**config.mk**
```make
export PLATFORM = sky130hd
export DESIGN_NAME = fetch_stage_flat
export DESIGN_NICKNAME = d
export VERILOG_FILES = /design/src/rtl/fetch_stage_if.sv /design/src/rtl/fetch_stage.sv /design/src/flat_wrapper.sv
export SDC_FILE = /design/constraint.sdc
export NUM_CORES = 1
export LEC_CHECK = 0
export BUFFER_PORTS_ARGS = -buffer_cell sky130_fd_sc_hd__clkbuf_2
export CAP_MARGIN = 0
export CORE_UTILIZATION = 45
export CTS_CLUSTER_SIZE = 40
export DETAILED_ROUTE_END_ITERATION = 12
export PLACE_DENSITY = 0.74
export SLEW_MARGIN = 10
export SYNTH_ARGS = -nofsm -noshare
export SYNTH_HDL_FRONTEND = slang
export SYNTH_SLANG_ARGS = --single-unit
```
**constraint.sdc**
```tcl
create_clock -name clk -period 1.87 [get_ports clk]
set_input_delay 0.0935 -clock clk [delete_from_list [all_inputs] [get_ports clk]]
set_output_delay 0.0935 -clock clk [all_outputs]
set_load 0.03 [all_outputs]
```
**src/rtl/fetch_stage_if.sv**
```systemverilog
// Instruction-memory request/acknowledge channel between the fetch stage and IMEM.
interface fetch_stage_if #(
    parameter int unsigned PC_W = 16
);
    logic            IMEM_Req;
    logic [PC_W-1:0] IMEM_Addr;
    logic            IMEM_Ack;
    logic [15:0]     IMEM_Data;

    modport master (
        output IMEM_Req,
        output IMEM_Addr,
        input  IMEM_Ack,
        input  IMEM_Data
    );

    modport slave (
        input  IMEM_Req,
        input  IMEM_Addr,
        output IMEM_Ack,
        output IMEM_Data
    );
endinterface

```
**src/rtl/fetch_stage.sv**
```systemverilog
// Pipeline fetch stage: PC, IMEM request FSM with one-entry hold buffer, and IF/ID register.
module fetch_stage #(
    parameter int unsigned     PC_W     = 16,
    parameter logic [PC_W-1:0] RESET_PC = '0
) (
    input  logic              clk,
    input  logic              rst,
    input  logic              PC_Hold,
    input  logic              IF_ID_Hold,
    input  logic              Branch_Taken,
    input  logic [PC_W-1:0]   Branch_Target,
    fetch_stage_if.master     imem,
    output logic [15:0]       IF_ID_Instr,
    output logic [PC_W-1:0]   IF_ID_PC1,
    output logic              IF_ID_Valid,
    output logic [2:0]        IF_ID_RS,
    output logic [2:0]        IF_ID_RT
);
    typedef enum logic [1:0] {FETCH, BUFFERED, DRAIN} state_e;

    state_e            state_q, state_d;
    logic [PC_W-1:0]   pc_q, pc_d;
    logic [PC_W-1:0]   drain_addr_q, drain_addr_d;
    logic [15:0]       buf_q, buf_d;
    logic [15:0]       instr_q, instr_d;
    logic [PC_W-1:0]   pc1_q, pc1_d;
    logic              valid_q, valid_d;

    logic              hold;
    logic [PC_W-1:0]   pc_inc;

    assign hold   = PC_Hold | IF_ID_Hold;
    assign pc_inc = pc_q + PC_W'(1);

    always_comb begin
        state_d      = state_q;
        pc_d         = pc_q;
        drain_addr_d = drain_addr_q;
        buf_d        = buf_q;
        instr_d      = instr_q;
        pc1_d        = pc1_q;
        valid_d      = valid_q;

        unique case (state_q)
            FETCH: begin
                if (Branch_Taken) begin
                    pc_d    = Branch_Target;
                    valid_d = 1'b0;
                    // An unacknowledged request must complete at its old address first.
                    if (!imem.IMEM_Ack) begin
                        drain_addr_d = pc_q;
                        state_d      = DRAIN;
                    end
                end else if (imem.IMEM_Ack) begin
                    if (hold) begin
                        buf_d   = imem.IMEM_Data;
                        state_d = BUFFERED;
                    end else begin
                        instr_d = imem.IMEM_Data;
                        pc1_d   = pc_inc;
                        valid_d = 1'b1;
                        pc_d    = pc_inc;
                    end
                end
            end
            BUFFERED: begin
                if (Branch_Taken) begin
                    pc_d    = Branch_Target;
                    valid_d = 1'b0;
                    state_d = FETCH;
                end else if (!hold) begin
                    instr_d = buf_q;
                    pc1_d   = pc_inc;
                    valid_d = 1'b1;
                    pc_d    = pc_inc;
                    state_d = FETCH;
                end
            end
            DRAIN: begin
                if (Branch_Taken) begin
                    pc_d    = Branch_Target;
                    valid_d = 1'b0;
                end
                if (imem.IMEM_Ack) begin
                    state_d = FETCH;
                end
            end
            default: state_d = FETCH;
        endcase
    end

    always_ff @(posedge clk) begin
        if (rst) begin
            state_q      <= FETCH;
            pc_q         <= RESET_PC;
            drain_addr_q <= '0;
            buf_q        <= '0;
            instr_q      <= '0;
            pc1_q        <= '0;
            valid_q      <= 1'b0;
        end else begin
            state_q      <= state_d;
            pc_q         <= pc_d;
            drain_addr_q <= drain_addr_d;
            buf_q        <= buf_d;
            instr_q      <= instr_d;
            pc1_q        <= pc1_d;
            valid_q      <= valid_d;
        end
    end

    assign imem.IMEM_Req  = (state_q != BUFFERED);
    assign imem.IMEM_Addr = (state_q == DRAIN) ? drain_addr_q : pc_q;

    assign IF_ID_Instr = instr_q;
    assign IF_ID_PC1   = pc1_q;
    assign IF_ID_Valid = valid_q;
    assign IF_ID_RS    = valid_q ? instr_q[11:9] : 3'd0;
    assign IF_ID_RT    = valid_q ? instr_q[8:6]  : 3'd0;
endmodule

```
**src/flat_wrapper.sv**
```systemverilog
// flat-port wrapper written by rule: the top's interface ports become plain ports
module fetch_stage_flat 
#(
    parameter int unsigned     PC_W     = 16,
    parameter logic [PC_W-1:0] RESET_PC = '0
)
  (clk, rst, PC_Hold, IF_ID_Hold, Branch_Taken, Branch_Target, IF_ID_Instr, IF_ID_PC1, IF_ID_Valid, IF_ID_RS, IF_ID_RT, imem_IMEM_Req, imem_IMEM_Addr, imem_IMEM_Ack, imem_IMEM_Data);
  fetch_stage_if #(.PC_W(PC_W)) imem_i ();
  input  logic clk;
  input  logic rst;
  input  logic PC_Hold;
  input  logic IF_ID_Hold;
  input  logic Branch_Taken;
  input  logic [PC_W-1:0] Branch_Target;
  output logic [15:0] IF_ID_Instr;
  output logic [PC_W-1:0] IF_ID_PC1;
  output logic IF_ID_Valid;
  output logic [2:0] IF_ID_RS;
  output logic [2:0] IF_ID_RT;
  output wire logic [$bits(imem_i.IMEM_Req)-1:0] imem_IMEM_Req;
  output wire logic [$bits(imem_i.IMEM_Addr)-1:0] imem_IMEM_Addr;
  input wire logic [$bits(imem_i.IMEM_Ack)-1:0] imem_IMEM_Ack;
  input wire logic [$bits(imem_i.IMEM_Data)-1:0] imem_IMEM_Data;
  assign imem_IMEM_Req = imem_i.IMEM_Req;
  assign imem_IMEM_Addr = imem_i.IMEM_Addr;
  assign imem_i.IMEM_Ack = imem_IMEM_Ack;
  assign imem_i.IMEM_Data = imem_IMEM_Data;
  fetch_stage #(.PC_W(PC_W), .RESET_PC(RESET_PC)) u_core (.clk(clk), .rst(rst), .PC_Hold(PC_Hold), .IF_ID_Hold(IF_ID_Hold), .Branch_Taken(Branch_Taken), .Branch_Target(Branch_Target), .imem(imem_i), .IF_ID_Instr(IF_ID_Instr), .IF_ID_PC1(IF_ID_PC1), .IF_ID_Valid(IF_ID_Valid), .IF_ID_RS(IF_ID_RS), .IF_ID_RT(IF_ID_RT));
endmodule
```
## Yosys cells after proc, flatten, opt, wreduce, memory -nomap -nowiden

Cells that the tools add are included.

| storage, ports and cells | value |
|---|---|
| register bits after elaboration | 83 |
| output and inout bits | 56 |
| word-level logic and storage cells | 68 |

| operators by class | value |
|---|---|
| muxes and demuxes | 34 |
| reductions and logical operators | 9 |
| add/subtract/negate cells | 1 |
| eq/ne operators | 14 |
| bitwise gates (word level) | 3 |

Operator list:

| kind | number |
|---|---|
| $mux 16 | 15 |
| $pmux 16 s2 | 2 |
| $pmux 16 s3 | 1 |
| $add 16x1->16 const B | 1 |
| $mux 2 | 7 |
| $ne 2x2->1 const B | 7 |
| $ne 3x3->1 const B | 3 |
| $reduce_and 4->1 | 2 |
| $mux 3 | 2 |
| $pmux 2 s3 | 1 |
| $reduce_and 3->1 | 2 |
| $reduce_and 6->1 | 1 |
| $mux 1 | 5 |
| $reduce_and 5->1 | 1 |
| $ne 3x2->1 const B | 1 |
| $pmux 1 s3 | 1 |
| $reduce_bool 3->1 | 1 |
| $eq 2x1->1 const B | 1 |
| $eq 2x2->1 const B | 1 |
| $logic_not 2->1 | 1 |
| $ne 2x1->1 const B | 1 |
| $not 1->1 | 2 |
| $reduce_bool 2->1 | 1 |
| $or 1x1->1 | 1 |

## Logic depth before layout (Yosys ltp)

| logic depth | value |
|---|---|
| word-level depth | 5 |
| gate-level depth with buffers | 7 |
| mapped depth without buffers | 6 |

## Worst setup path before layout

Ideal clock, no wire load.

| path | value |
|---|---|
| kind | reg-to-reg |
| from | register u_core.pc_q[1] |
| to | register u_core.pc_q[12] |
| setup slack | 0.244 ns |
| stages on the path, launching flop included | 7 |
| clock period less this slack | 1.626 ns |
| data arrival time | 1.498 ns |
| cells stage by stage | dfxtp_1 > ha_1 > nand4_1 > nor3_1 > xor2_1 > a222oi_1 > nor2_1 |

| between the ends | value |
|---|---|
| word-level cells in the longest chain between the ends | 5 |
| elaborated cells between the ends (all ways) | 6 |
| those cells by class | 1 x add/sub; 5 x mux |

RTL lines:

| element | RTL line | text |
|---|---|---|
| start: declaration | fetch_stage.sv:22 | `logic [PC_W-1:0] pc_q, pc_d;` |
| start signal: assignment | fetch_stage.sv:103 | `pc_q <= pc_d;` |
| $add 16x1->16 (*) | fetch_stage.sv:33 | `assign pc_inc = pc_q + PC_W'(1);` |
| $mux 16 (*) | fetch_stage.sv:55, fetch_stage.sv:71 |  |
| $mux 16 | fetch_stage.sv:54 | `end else if (imem.IMEM_Ack) begin` |
| $mux 16 | fetch_stage.sv:46 | `if (Branch_Taken) begin` |
| $pmux 16 s3 (*) | fetch_stage.sv:44 | `unique case (state_q)` |

Mark *: on every way between the ends. The rest lies on a longest branch, timed or not. The select of a mux whose other input is x is not followed.
A chain may end at the register's enable or synchronous reset.

## Worst setup path after layout

| path | value |
|---|---|
| from | register u_core.state_q[1] |
| to | output port imem_IMEM_Addr[13] |

| between the ends | value |
|---|---|
| word-level cells in the longest chain between the ends | 2 |

RTL lines:

| element | RTL line | text |
|---|---|---|
| start: declaration | fetch_stage.sv:21 | `state_e state_q, state_d;` |
| start signal: assignment | fetch_stage.sv:102 | `state_q <= state_d;` |
| $eq 2x2->1 | fetch_stage.sv:113 | `assign imem.IMEM_Addr = (state_q == DRAIN) ? drain_addr_q : pc_q;` |
| $mux 16 | fetch_stage.sv:113 |  |
| end: declaration | flat_wrapper.sv:21 | `output wire logic [$bits(imem_i.IMEM_Addr)-1:0] imem_IMEM_Addr;` |

No other way between the ends.

==> impl_summary.md <==
Clock tree
The count of buffers added by post-CTS timing repair for setup is 0. The number of levels the H-tree was split into is 3. The cell chosen for the clock root is clkbuf_8. The total clock buffers created by CTS is 9. The TritonCTS sink count is 83.

TritonCTS built the clock tree. The maximum buffer depth of the clock tree is 2. The worst-skew pair later-pin latency is 0.35 ns. The clock transition at the registers of the reported paths is approximately 0.08 ns.

Run
The tool flagged a number of max-cap violations equal to 0.

Logic synthesis
For this run, the register share of the synthesized area comes to 0.433. Synthesis instantiated 50 different standard cells from the library. The net count after synthesis is 527.

The number of enable-type register cells in the synthesized netlist is 0. For this run, the number of Yosys warnings is 0. The cell count after synthesis came out at between 400 and 500. The most used flip-flop cell after synthesis is dfxtp_1.

The total standard cell area after synthesis is 3840 um^2. Dividing the synthesized area by the synthesized cell count gives 7.86 um^2. The synthesized design contains 83 register bits.

Of all cell types, the one taking the most synthesized area is dfxtp_1. In the post-synthesis netlist, the biggest area contributors are dfxtp_1 (43%), nand2_1 (12%), a21oi_1 (6.1%). Of the post-synthesis cell area, the dominant cell type holds 0.433.

The proportion of register bits with asynchronous set or reset after synthesis is 0.

Finish
Registers take 1670 um^2. The number of filler cells placed in the layout is 742. The number of antenna diodes in the final layout is 0.

From synthesis to final layout, the design area changed by 25.2%. The count of nets after finishing is 632. Of the cells placed in the final design, the portion with a size suffix greater than 1 is 0.243. Leaving out fill and tap cells, the most frequent cell in the layout is nand2_1. Summing all multi-input logic gate instances after layout gives 1940 um^2. In the layout the commonest cells are nand2_1 (126), clkbuf_2 (93), dfxtp_1 (80).

Setup path
The highest fanout seen on the critical path is 21. The endpoint kind of the worst setup timing path is a primary output. At the worst endpoint, the arrival time is around 1.7 ns. At the worst endpoint, the required time is 1.78 ns.

Walking the worst path, the cells encountered are nor2b_1 > buf_4 > nand2_1 > o21ai_0 > clkbuf_2. The cell with the largest stage delay on the worst path is dfxtp_2. The biggest cell delay along the critical path is 0.42 ns. The critical path's top delay family is buffers and inverters. The startpoint-to-endpoint class of the critical path is register to primary output. The worst setup path is launched from a register. The critical path contains buffers and inverters numbering 2 combined.

Drt
The routed wire length is between 10000 and 15000 um. The residual antenna-violating net count after detailed routing is 0. For this run, design rule violations remaining after detail routing come to 0.

The routed layout has 3876 vias. In the final routing, the length of wire on met1 measures 4640 um. For this block, the initial DRC count from the detailed router was between 200 and 300. The total met2 wirelength after detailed routing is ~4900 um. Routed signal wires occupy layers up through met4. Dividing the detail-routed via count by the number of cells gives 5.52. The routed length on met3 is 748 um.

For this run, the detailed router's first-pass iteration total came to 5. The average wire length per cell after detail routing is 15.2 um.

STA
Of the available clock period, the critical path in the final layout requires 0.934. Timing would allow up to approximately 0.57 GHz. The final-report setup violation count is 0.

The shortest clock period the worst path allows after layout is 1.75 ns. Setup slack closes at around 0.12 ns. The final hold violation count is 0.

The final count of pins violating max slew is 0. Headroom to the max-slew limit came out at 0.595. Between clock sinks in the finished design, the worst skew comes to 0.0106 ns. Adding up every negative setup slack in the final design gives 0 ns. For the pin with the worst max-slew slack, the measured transition is 0.607 ns. Setup repair after global routing left no endpoint under its margin.

Place
The worst-case setup slack after placement is around 0.099 ns. The HPWL after detailed placement is 7150 um. The total of buffers placed on input and output ports is 93.

The congestion estimate from routability-driven global placement came to about 0.94.

Power and ir drop
The maximum VDD drop is around 0.00034 V. The cell area power density is 793 nW/um^2. The leakage power of the design is 2.08 nW.

Die
The number of top-level pins is 94. In this run the standard cell core region covers 8220 um^2. The area enclosed by the die boundary is 8900 um^2. The initial core utilization is 0.467. The standard-cell row count is 33. The y dimension of the die is 94.3 um. The die is approximately 94 um wide.

Global routing
For this run, the total global-route usage over all layers was measured as 0.244. Entering global routing, the biggest net connects 32 pins. The number of antenna violations at the first check in global routing is 0.

After global routing the overflow that remains totals 0. The first global-routing pass estimated 16900 um of wire. The via count of the first global-routing pass is 3519.

Outcome
The run finished with clean final reports.

Hold path
The kind of path behind the tightest hold check is input pin to register.
## synth_stat cells (6+ instances only)
master	instances
dfxtp_1	83
o21ai_0	9
nor3_1	11
clkbuf_1	13
buf_4	9
and2_1	8
nor2_1	47
xor2_1	6
xnor2_1	7
buf_2	16
mux2i_1	16
a211oi_1	24
a21oi_1	47
nand2_1	126
## worst paths after layout
path | startpoint | end | slack (ns) | cells after the start
max | u_core.state_q[1] | imem_IMEM_Addr[13] | 0.12 | 5
min | Branch_Target[8] | u_core.pc_q[8] | 0.02 | 3
max reg2reg | u_core.pc_q[5] | u_core.pc_q[11] | 0.12 | 5
min reg2reg | u_core.buf_q[7] | u_core.buf_q[7] | 0.46 | 2
## worst min-delay path, cell delays in order
cell and delay [ns]:
clkbuf_2 0.08, a21oi_1 0.05, a21oi_1 0.11
## logic make-up (layout without fill, tap and decap cells)
family	count (synthesis)	count (layout)	share of synthesized area
mux	16	16	0.0417
compound gates	101	101	0.163
buf+inv	46	154	0.0656
xor+xnor	13	13	0.0297
fa+ha+maj	1	1	0.00326
simple gates	228	229	0.264
flops	83	83	0.433
## through the flow
step	instances	cell area [um^2]	hold slack, ns	total power [W]	utilization
6_report	702	4800	0.0226	0.00381	0.584
5_1_grt	702	4800	0.0266	0.00397	0.584
4_1_cts	701	4780	0.0223	0.00380	0.582
3_5_place_dp	666	4390	0.332	0.00252	0.534
3_3_place_gp	666	4390	0.329	0.00250	0.534
2_1_floorplan	488	3840	0.229	0.00233	-
## flip-flops by register name, indices dropped and copies added, names as in the netlist
signal / cells
u_core.state_q: 2
u_core.IF_ID_Valid: 1
u_core.IF_ID_Instr: 16
u_core.drain_addr_q: 16
u_core.buf_q: 16
u_core.pc_q: 16
u_core.IF_ID_PC1: 16
## per-layer routing
| layer | GRT usage | vias up |
|---|---|---|
| met5 | 0 | - |
| li1 | - | 1874 |
| met2 | 0.393 | 167 |
| met4 | 0.112 | 0 |
| met3 | 0.0386 | 30 |
| met1 | 0.319 | 1805 |
## power breakdown
part           internal [W]  leakage (nW)  switching, W
Clock              0.000618        0.0890      0.000664
Sequential          0.00184         0.677     0.0000686
Combinational      0.000235          1.31      0.000381
Total               0.00269          2.08       0.00111
## cell type report
| cell class | instances | area share |
|---|---|---|
| tap | 105 | 0.0274 |
| multi-input combinational | 360 | 0.404 |
| timing repair buffer | 136 | 0.180 |
| clock buffer | 10 | 0.0266 |
| inverter | 3 | 0.00234 |
| sequential | 83 | 0.347 |
| clock inverter | 5 | 0.0130 |
## repair_timing
item | in CTS | in global routing
resized for setup | 0 | 6
hold endpoints to repair | 20 | 0
endpoints found under the setup margin | 0 | 27
hold buffers | 20 | 0
(Power assumes the default switching activity.)
